<file path="src/rtl/prco_mem_wb_pkg.sv">
// prco core: shared definitions for the memory/writeback stage.
// Opcode encodings, FSM states, timeout counter width.
package prco_mem_wb_pkg;

   localparam logic [4:0] PRCO_OP_NOP = 5'h00;
   localparam logic [4:0] PRCO_OP_ADD = 5'h01;
   localparam logic [4:0] PRCO_OP_SUB = 5'h02;
   localparam logic [4:0] PRCO_OP_CMP = 5'h08;
   localparam logic [4:0] PRCO_OP_JMP = 5'h0C;
   localparam logic [4:0] PRCO_OP_LW  = 5'h10;
   localparam logic [4:0] PRCO_OP_SW  = 5'h11;

   localparam int PRCO_TMO_W = 8;

   typedef enum logic {
      PRCO_ST_IDLE = 1'b0,
      PRCO_ST_MEM  = 1'b1
   } prco_mem_st_t;

   // CMP, JMP and NOP produce no register result.
   function automatic logic prco_op_writes_reg(
      input logic [4:0] op
   );
      return !((op == PRCO_OP_CMP) ||
               (op == PRCO_OP_JMP) ||
               (op == PRCO_OP_NOP));
   endfunction

endpackage

</file>
<file path="src/rtl/prco_mem_bus_if.sv">
// prco core: data-RAM req/ack bus master.
// Holds one request until ack or timeout.
module prco_mem_bus_if
   import prco_mem_wb_pkg::*;
#(
   parameter int TIMEOUT_CYCLES = 255
) (
   input  logic        i_clk,
   input  logic        i_rst_n,
   input  logic        i_start,
   input  logic        i_we,
   input  logic        i_is_load,
   input  logic [15:0] i_addr,
   input  logic [15:0] i_wdata,
   input  logic [2:0]  i_dest,
   input  logic        i_ack,
   output logic        o_req,
   output logic        o_we,
   output logic [15:0] o_addr,
   output logic [15:0] o_wdata,
   output logic [2:0]  o_dest,
   output logic        o_busy,
   output logic        o_load_done,
   output logic        o_timeout
);

   localparam logic [PRCO_TMO_W-1:0] LP_TMO =
      PRCO_TMO_W'(TIMEOUT_CYCLES);

   prco_mem_st_t            r_state;
   prco_mem_st_t            w_state_nxt;
   logic [PRCO_TMO_W-1:0]   r_cnt;
   logic [PRCO_TMO_W-1:0]   w_cnt_inc;
   logic                    r_we;
   logic                    r_is_load;
   logic [15:0]             r_addr;
   logic [15:0]             r_wdata;
   logic [2:0]              r_dest;
   logic                    w_done;
   logic                    w_tmo;

   assign w_cnt_inc = r_cnt + PRCO_TMO_W'(1);

   // State register.
   always_ff @(posedge i_clk) begin
      if (!i_rst_n) r_state <= PRCO_ST_IDLE;
      else          r_state <= w_state_nxt;
   end

   // Next state; ack wins over a timeout in the same cycle.
   always_comb begin
      w_state_nxt = r_state;
      w_done      = 1'b0;
      w_tmo       = 1'b0;
      unique case (r_state)
         PRCO_ST_IDLE: begin
            if (i_start) w_state_nxt = PRCO_ST_MEM;
         end
         PRCO_ST_MEM: begin
            if (i_ack) begin
               w_done      = 1'b1;
               w_state_nxt = PRCO_ST_IDLE;
            end else if (w_cnt_inc == LP_TMO) begin
               w_tmo       = 1'b1;
               w_state_nxt = PRCO_ST_IDLE;
            end
         end
         default: w_state_nxt = PRCO_ST_IDLE;
      endcase
   end

   // Capture the transaction when it is accepted.
   always_ff @(posedge i_clk) begin
      if (!i_rst_n) begin
         r_we      <= 1'b0;
         r_is_load <= 1'b0;
         r_addr    <= '0;
         r_wdata   <= '0;
         r_dest    <= '0;
      end else if ((r_state == PRCO_ST_IDLE) && i_start) begin
         r_we      <= i_we;
         r_is_load <= i_is_load;
         r_addr    <= i_addr;
         r_wdata   <= i_wdata;
         r_dest    <= i_dest;
      end
   end

   // Count waited cycles; cleared whenever we leave MEM.
   always_ff @(posedge i_clk) begin
      if (!i_rst_n) begin
         r_cnt <= '0;
      end else if ((r_state == PRCO_ST_MEM) &&
                   (w_state_nxt == PRCO_ST_MEM)) begin
         r_cnt <= w_cnt_inc;
      end else begin
         r_cnt <= '0;
      end
   end

   assign o_busy      = (r_state == PRCO_ST_MEM);
   assign o_req       = o_busy;
   assign o_we        = r_we;
   assign o_addr      = r_addr;
   assign o_wdata     = r_wdata;
   assign o_dest      = r_dest;
   assign o_load_done = w_done & r_is_load;
   assign o_timeout   = w_tmo;

endmodule

</file>
<file path="src/rtl/prco_mem_wb.sv">
// prco core: memory/writeback stage.
// Decodes ALU pulses into writeback, RAM access or PC redirect.
module prco_mem_wb
   import prco_mem_wb_pkg::*;
#(
   parameter int TIMEOUT_CYCLES = 255
) (
   input  logic        i_clk,
   input  logic        i_rst_n,
   input  logic        i_ce_reg,
   input  logic        i_ce_ram,
   input  logic        i_should_branch,
   input  logic [4:0]  i_op,
   input  logic [15:0] i_result,
   input  logic [15:0] i_store_data,
   input  logic [2:0]  i_dest_reg,
   output logic        q_mem_req,
   output logic        q_mem_we,
   output logic [15:0] q_mem_addr,
   output logic [15:0] q_mem_wdata,
   input  logic        i_mem_ack,
   input  logic [15:0] i_mem_rdata,
   output logic        q_wb_en,
   output logic [2:0]  q_wb_sel,
   output logic [15:0] q_wb_data,
   output logic        q_pc_load,
   output logic [15:0] q_pc_target,
   output logic        q_stall,
   output logic        q_fault
);

   logic        w_busy;
   logic        w_pulse;
   logic        w_take_br;
   logic        w_take_ram;
   logic        w_take_reg;
   logic        w_ld_done;
   logic        w_tmo;
   logic [2:0]  w_ld_dest;

   logic        r_wb_en;
   logic [2:0]  r_wb_sel;
   logic [15:0] r_wb_data;
   logic        r_pc_load;
   logic [15:0] r_pc_target;
   logic        r_fault;

   assign w_pulse = i_ce_reg | i_ce_ram | i_should_branch;

   // Pulse decode in IDLE: branch, then RAM, then register.
   always_comb begin
      w_take_br  = 1'b0;
      w_take_ram = 1'b0;
      w_take_reg = 1'b0;
      if (!w_busy) begin
         priority case (1'b1)
            i_should_branch: w_take_br  = 1'b1;
            i_ce_ram:        w_take_ram = 1'b1;
            i_ce_reg:
               w_take_reg = prco_op_writes_reg(i_op);
            default: ;
         endcase
      end
   end

   prco_mem_bus_if #(
      .TIMEOUT_CYCLES (TIMEOUT_CYCLES)
   ) u_bus (
      .i_clk       (i_clk),
      .i_rst_n     (i_rst_n),
      .i_start     (w_take_ram),
      .i_we        (i_op == PRCO_OP_SW),
      .i_is_load   (i_op == PRCO_OP_LW),
      .i_addr      (i_result),
      .i_wdata     (i_store_data),
      .i_dest      (i_dest_reg),
      .i_ack       (i_mem_ack),
      .o_req       (q_mem_req),
      .o_we        (q_mem_we),
      .o_addr      (q_mem_addr),
      .o_wdata     (q_mem_wdata),
      .o_dest      (w_ld_dest),
      .o_busy      (w_busy),
      .o_load_done (w_ld_done),
      .o_timeout   (w_tmo)
   );

   // Writeback strobe from the register path or a finished load.
   always_ff @(posedge i_clk) begin
      if (!i_rst_n) begin
         r_wb_en   <= 1'b0;
         r_wb_sel  <= '0;
         r_wb_data <= '0;
      end else begin
         r_wb_en <= w_take_reg | w_ld_done;
         if (w_take_reg) begin
            r_wb_sel  <= i_dest_reg;
            r_wb_data <= i_result;
         end else if (w_ld_done) begin
            r_wb_sel  <= w_ld_dest;
            r_wb_data <= i_mem_rdata;
         end
      end
   end

   // PC redirect strobe; target holds between branches.
   always_ff @(posedge i_clk) begin
      if (!i_rst_n) begin
         r_pc_load   <= 1'b0;
         r_pc_target <= '0;
      end else begin
         r_pc_load <= w_take_br;
         if (w_take_br) r_pc_target <= i_result;
      end
   end

   // Sticky fault: bus timeout or a pulse while stalled.
   always_ff @(posedge i_clk) begin
      if (!i_rst_n)                          r_fault <= 1'b0;
      else if (w_tmo || (w_busy && w_pulse)) r_fault <= 1'b1;
   end

   assign q_wb_en     = r_wb_en;
   assign q_wb_sel    = r_wb_sel;
   assign q_wb_data   = r_wb_data;
   assign q_pc_load   = r_pc_load;
   assign q_pc_target = r_pc_target;
   assign q_stall     = w_busy;
   assign q_fault     = r_fault;

endmodule

</file>
<file path="config.mk">
export PLATFORM = sky130hd
export DESIGN_NAME = prco_mem_wb
export DESIGN_NICKNAME = d
export VERILOG_FILES = /design/src/rtl/prco_mem_wb_pkg.sv /design/src/rtl/prco_mem_bus_if.sv /design/src/rtl/prco_mem_wb.sv
export SDC_FILE = /design/constraint.sdc
export NUM_CORES = 1
export LEC_CHECK = 0
export ABC_AREA = 1
export ABC_CLOCK_PERIOD_IN_PS = 3500
export CORE_MARGIN = 2
export CORE_UTILIZATION = 46
export CTS_CLUSTER_DIAMETER = 50
export DETAILED_ROUTE_END_ITERATION = 7
export GPL_TIMING_DRIVEN = 0
export PLACE_DENSITY = 0.87
export SLEW_MARGIN = 20
export SYNTH_ARGS = -nofsm -noshare
export SYNTH_HDL_FRONTEND = slang
export SYNTH_SLANG_ARGS = --single-unit
</file>
<file path="constraint.sdc">
create_clock -name i_clk -period 3.5 [get_ports i_clk]
set_input_delay 0.7 -clock i_clk [delete_from_list [all_inputs] [get_ports i_clk]]
set_output_delay 0.7 -clock i_clk [all_outputs]
set_load 0.02 [all_outputs]
</file>
# Word level (Yosys, flattened, before mapping)
# Cells that the tools add are included.
# classes
n_addsub,1
n_eq_ne,5
muxes,22
n_bitwise,5
reduce_logical,10
# ops
cell,count
$mux 16,2
$mux 1,17
$eq 5x4->1 const B,2
$eq 5x5->1 const B,2
$add 8x1->8 const B,1
$eq 8x8->1 const B,1
$mux 3,2
$logic_not 5->1,1
$logic_and 1x1->1,3
$logic_or 1x1->1,3
$or 1x1->1,3
$pmux 1 s2,1
$reduce_and 2->1,1
$reduce_bool 2->1,1
$and 1x1->1,1
$logic_not 1->1,1
$not 1->1,1
# word_totals
reg_bits,84
input_bits,62
output_inout_bits,73
wordCells,56

# Longest topological paths before layout
# Gate-level depths: netlist of the first run.
# depth
word_depth,9
ltp_mapped,9
depth_no_buf,9

# By module
# Synthesis of the first run repeated with hierarchy kept, for this count alone.
# hier_totals
hier_cells,479
area_unflattened_um2,3613.5
# by_module_without_submodules
module,n_inst,cells_each,area_each_um2,seq_area_each_um2
prco_mem_wb,1,246,1866.8,760.7
prco_mem_bus_if,1,233,1746.7,920.9

# Least setup slack after synthesis of the first run
# No wires, ideal clock.
# synth_path
kind,input to register
from,in i_mem_ack
to,reg r_wb_sel[0] (netlist: q_wb_sel[0])
setup_time_ps,113
arrival_time_ps,1433
required_ps,3387
setup_slack_ps,1953
cell_stages,7
path_buffers,2
path_cell_list,and3_2 > buf_6 > buf_6 > nand2_1 > o21ai_0 > o21ai_1 > nor2_1
# synth_between
elab_chain_len,4
# synth_lines
item,line,rtl
"start, declared",prco_mem_wb.sv:21,"input logic i_mem_ack,"
$mux 1,prco_mem_bus_if.sv:60,if (i_ack) begin
$mux 1,prco_mem_bus_if.sv:55,unique case (r_state)
$and 1x1->1,prco_mem_bus_if.sv:107,assign o_load_done = w_done & r_is_load;
$reduce_bool 2->1 (no source line),--,
"end signal, assigned",prco_mem_wb.sv:97,r_wb_sel <= i_dest_reg;
"end signal, assigned",prco_mem_wb.sv:100,r_wb_sel <= w_ld_dest;
"end, declared",prco_mem_wb.sv:42,logic [2:0] r_wb_sel;
# Every way passes these cells.
# A chain may end at the register's enable or synchronous reset.

# Worst setup path after layout of the first run
# layout_path
from,reg u_bus.r_state (netlist: u_bus.o_busy)
to,out q_stall
# layout_lines
item,line,rtl
"start, declared",prco_mem_bus_if.sv:30,prco_mem_st_t r_state;
"start signal, assigned",prco_mem_bus_if.sv:47,else r_state <= w_state_nxt;
"end, declared",prco_mem_wb.sv:28,"output logic q_stall,"
# No word-level cell between the ends.

==> qor.yml, run 1 <==
outcome:
  outcome: "completed"
cts:
  cts_root_buf: "clkbuf_8"
  cts_tree: "done"
  cts-resized-gates: 0
  clock_path_buffers: 2
  post_cts_buffers: 0
  clk_pin_slew_ns: 0.08
  ctsHoldBuffers: 0
  htree_levels: 3
  numCtsBuffers: 9
  clock-sinks: 84
  clkLatencyLatePin_ns: 0.35
global_routing:
  grt_max_degree: 14
  grt_pass1_wl_um: 15600
  grt.overflow.total: 0
  grt_util_all_layers: 0.253
  antenna_found_initial: 0
  grt_pass1_vias: 3470
placement:
  io_buffers: 134
  dpl.hpwl_um: 7460
  postPlaceCellArea_um2: 4830
  post-place-cells: 699
  gp_congestion: 0.895
drt:
  drtIter0Drc: 118
  first_pass_iters: 4
  wire_per_inst_um: 14.0
  wl_um: 10000
  drc: 0
  vias: 3543
  ant_nets: 0
  routed_via_density: 4.96
pwr:
  p_leak_nw: 2.02
  power.density_nw_per_um2: 436
  clkPwrFrac: 0.340
  swShare: 0.264
  p_sw_mw: 0.579
  p_seq_frac: 0.476
  p_comb_frac: 0.184
  p_int_mw: 1.61
  vdd_drop_max_v: 0.000237
floorplan:
  dieWidth_um: 89.5
  ios: 135
  die-area_um2: 8010
  rows: 31
  die_h_um: 89.5
  initial_core_util: 0.468
  core_um2: 7180
worst_setup_path:
  worst-setup-path-type: "flip-flop to primary output"
  critPathBufInv: 2
  rr_startpoint: "u_bus.r_cnt[0]"
  slowest_delay_ns: 0.59
  cp-startpoint: "u_bus.o_busy"
  start_kind: "flip-flop"
  critical_path.top_delay_family: "buffers and inverters"
  crit_required_ns: 2.80
  worst_ep_arrival_time_ns: 1.51
  cp_max_fo: 5
  critPathCaptureType: "primary output"
  crit_chain: "buf_4 > clkdlybuf4s50_1"
  slowest_stage: "clkdlybuf4s50_1"
timing:
  hold_viol: 0
  rsz0062_at_grt: "false"
  worst_hold_slack_ns: 0.487
  finalClockSkew_ns: 0.00985
  finalCritPeriodShare: 0.631
  finalMaxSlewViolations: 0
  clock.fmax_ghz: 0.452
  fin_crit_ns: 2.21
  worst_pin_slew_ns: 0.478
  maxSlewHeadroom: 0.679
  finalSetupViolCount: 0
  fin_tns_setup_ns: 0
finish:
  final_cell_mix: "155 x nor2_1, 134 x clkdlybuf4s50_1, 84 x dfxtp_1"
  layout.cells.non_filler: 715
  diodes: 0
  final_common_cell: "nor2_1"
  nNetsFinal: 675
  final_core_util: 0.702
  syn_to_final_growth_pct: 49.8
  design_area_um2: 5030
  drive_gt1_frac: 0.0649
synthesis:
  synth_compound_area_frac: 0.142
  synth.net_count: 530
  ys_ff_latch: 84
  synth_top_family_by_area: "simple AND/OR/NAND/NOR gates"
  synth_area_um2: 3360
  ys_seq_area_frac: 0.500
  synth.distinct_cells: 24
  synth_simple_gate_area_frac: 0.268
  yosysWarnings: 0
  synth_mux_area_frac: 0
  post_synth_fa_ha_maj_area_fraction: 0.00745
  synth-xor-area-share: 0
  synth.avg_cell_area_um2: 7.21
  syn_inst: 466
run:
  max_cap_viol_count: 0
min_path:
  hold_class: "flip-flop to flip-flop"
  min_from: "u_bus.o_wdata[0]"
[area by class of cell]
class | count | area [um^2]
fill | 561 | 2140
tap | 99 | 124
buffer | 26 | 134
multi-input combinational | 318 | 1400
sequential | 84 | 1680
timing repair buffer | 134 | 1340
clock buffer | 12 | 135
inverter | 38 | 143
clock inverter | 4 | 73.8
[Yosys cell counts]
library cell	n	share of area
ha_1	2	0.0074
o21ai_0	76	0.11
clkinv_1	1	0.0011
clkbuf_1	11	0.012
nand3_1	11	0.016
inv_2	1	0.0011
inv_1	36	0.040
buf_4	2	0.0045
buf_2	10	0.015
clkbuf_2	1	0.0015
buf_6	2	0.0067
o21bai_1	1	0.0022
o21ai_1	16	0.024
nand3_2	2	0.0060
nand2_1	38	0.042
nor3_1	2	0.0030
nand2_2	4	0.0074
nor2_2	4	0.0074
and3_2	1	0.0022
dfxtp_1	84	0.50
nand4_1	3	0.0056
nor2_1	155	0.17
nand3b_1	2	0.0045
o41ai_1	1	0.0026
[worst register-to-register path: cells and delay by family, from the launching register on]
family	cells	cell delay [ns]
buf+inv	1	0.09
simple gates	7	0.83
flops	1	0.36
fa+ha+maj	1	0.25
[stage by stage]
stage               setup slack, ns  power, mW
CTS                            1.28       2.19
detailed placement             1.20       1.47
global placement               1.28       1.46
floorplan                      1.95       1.24
finish                         1.29       2.19
global route                   1.25       2.27
[per-layer routing]
metal	global-route usage	wire [um]	share of wire
met5	0	0	0
met4	0.110	205	0.020
met3	0.0508	736	0.073
met2	0.447	5050	0.50
met1	0.295	4030	0.40
[kinds of logic (layout without fill, tap and decap cells)]
logic type / count (synthesis) / in the layout
flip-flops: 84 / 84
adder cells (fa/ha/maj): 2 / 2
buffers and inverters: 64 / 214
AO/OA/AOI/OAI: 94 / 94
AND/OR/NAND/NOR: 222 / 222
[sequential cells by signal, summed over array words and instances (netlist names)]
name             cells
u_bus.r_cnt          8
q_wb_sel             3
u_bus.o_wdata       16
q_fault              1
q_wb_data           16
u_bus.o_busy         1
q_pc_target         16
u_bus.o_dest         3
u_bus.r_is_load      1
u_bus.o_we           1
u_bus.o_addr        16
q_pc_load            1
q_wb_en              1
[path summary, 6_finish.rpt]
| check | endpoint | slack [ns] | cells after the start |
|---|---|---|---|
| max | q_stall | 1.29 | 2 |
| min reg2reg | u_bus.o_wdata[0] | 0.49 | 2 |
| min | u_bus.o_wdata[0] | 0.49 | 2 |
| max reg2reg | u_bus.r_cnt[4] | 1.86 | 9 |
[power groups by stage]
stage	combinational, mW	sequential (mW)	clock (mW)
floorplan	0.114	1.13	0
global placement	0.393	1.06	0
detailed placement	0.403	1.07	0
CTS	0.405	1.04	0.743
global route	0.438	1.05	0.782
finish	0.403	1.04	0.747
No activity file was read; power rests on OpenSTA's default activity.
==> run 2, diff against run 1 <==
ABC_CLOCK_PERIOD_IN_PS = 2000   (was 3500)
CORE_UTILIZATION = 39   (was 46)
PLACE_DENSITY = 0.79   (was 0.87)
clock period = 2 ns   (was 3.5 ns; I/O delays follow)
==> run 2 against run 1 <==
Net effect:
- cell area increased by 0.99%
- clock power increased by 99%
- clock skew decreased by 0.0041 ns
- setup slack got worse by 1.2 ns
- clock-buffer cell count decreased by 3
- largest cell class unchanged
- highest routed layer unchanged
==> qor.yml, run 2 (synthesis results as in run 1) <==
cts:
  numCtsBuffers: 9
  clkLatencyLatePin_ns: 0.34
  clock-sinks: 84
  cts_root_buf: "clkbuf_8"
  clock_path_buffers: 2
  cts-resized-gates: 0
  ctsHoldBuffers: 0
  clk_pin_slew_ns: 0.09
  post_cts_buffers: 0
  cts_tree: "done"
  htree_levels: 3
worst_setup_path:
  start_kind: "flip-flop"
  reg2reg_to: "u_bus.r_cnt[2]"
  worst_ep_arrival_time_ns: 1.52
  worst-setup-path-type: "flip-flop to primary output"
  cp_max_fo: 5
  crit_required_ns: 1.60
  reg2reg_slack_ns: 0.39
  critPathCaptureType: "primary output"
  rr_startpoint: "u_bus.r_cnt[0]"
  reg2reg_depth: 9
min_path:
  min_from: "u_bus.o_addr[10]"
  whs_path_depth: 2
  hold_path_end: "u_bus.o_addr[10]"
  hold_class: "flip-flop to flip-flop"
floorplan:
  die_h_um: 96.8
  core_um2: 8300
  rows: 33
  die-area_um2: 9380
  dieWidth_um: 96.8
  ios: 135
  initial_core_util: 0.405
pwr:
  power.density_nw_per_um2: 791
  p_leak_nw: 2.04
  vdd_drop_max_v: 0.000399
timing:
  clock.fmax_ghz: 0.521
  rsz0062_at_grt: "false"
  finalClockSkew_ns: 0.00576
  fin_crit_ns: 1.92
  finalSetupViolCount: 0
  fin_tns_setup_ns: 0
  finalCritPeriodShare: 0.959
  worst_pin_slew_ns: 0.517
  hold_viol: 0
  finalMaxSlewViolations: 0
  maxSlewHeadroom: 0.653
  worst_hold_slack_ns: 0.485
finish:
  final_cell_mix: "155 x nor2_1, 134 x clkdlybuf4s50_1, 84 x dfxtp_1"
  regArea_um2: 1680
  diodes: 0
  multi_input_area_um2: 1400
  final_common_cell: "nor2_1"
  syn_to_final_growth_pct: 51.3
  nNetsFinal: 675
  fill_cells: 755
  drive_gt1_frac: 0.0698
global_routing:
  grt_pass1_wl_um: 16200
  grt_max_degree: 17
  grt_util_all_layers: 0.212
  grt_pass1_vias: 3439
  grt.overflow.total: 0
  antenna_found_initial: 0
outcome:
  outcome: "completed"
drt:
  wire_per_inst_um: 13.7
  first_pass_iters: 4
  vias: 3528
  ant_nets: 0
  drtIter0Drc: 135
  drc: 0
  routed_via_density: 4.89
  wl_um: 9890
placement:
  io_buffers: 134
  dpl.hpwl_um: 7400
  gp_congestion: 0.839
run:
  max_cap_viol_count: 0
run 2: how the worst max path moves through the flow:
stage	cells past startpoint	start	endpoint	slack (ns)
after floorplan	9	u_bus.r_cnt[0]	u_bus.r_cnt[0]	0.63
after global placement	7	i_should_branch	u_bus.o_addr[11]	0.07
after detailed placement	7	i_should_branch	u_bus.o_addr[12]	0.006
after CTS	2	u_bus.o_busy	q_stall	0.08
after global routing	2	u_bus.o_busy	q_stall	0.03
final	2	u_bus.o_busy	q_stall	0.08
run 2: layout make-up:
type / instances / share of cell area
inverter: 38 / 0.0281
clock buffer: 9 / 0.0244
clock inverter: 7 / 0.0251
multi-input combinational: 318 / 0.276
tap: 105 / 0.0258
buffer: 26 / 0.0263
sequential: 84 / 0.331
timing repair buffer: 134 / 0.264
run 2: through the flow:
stage	utilization	power, mW	instance area (um^2)	std cells	setup WS, ns
3_3_place_gp	0.582	2.55	4830	705	0.0689
6_report	0.613	4.02	5080	721	0.0813
5_1_grt	0.613	4.20	5080	721	0.0258
3_5_place_dp	0.582	2.57	4830	705	0.00598
4_1_cts	0.613	4.05	5080	721	0.0847
2_1_floorplan	-	2.18	3360	466	0.628
run 2: per-layer routing:
| metal | track usage | up-vias | share of wire |
|---|---|---|---|
| met5 | 0 | - | 0 |
| met1 | 0.253 | 1636 | 0.44 |
| met3 | 0.0600 | 8 | 0.068 |
| li1 | - | 1760 | - |
| met4 | 0.0748 | 0 | 0.011 |
| met2 | 0.363 | 124 | 0.48 |
run 2: worst max-delay path, stage by stage, from the launching register on:
cell	delay (ns)
dfxtp_1	0.44
buf_4	0.14
clkdlybuf4s50_1	0.59
run 2: power by group:
| part | switching [mW] | leakage [nW] | internal, mW |
|---|---|---|---|
| sequential | 0.0544 | 0.690 | 1.77 |
| clock | 0.642 | 0.127 | 0.852 |
| combinational | 0.357 | 1.22 | 0.347 |
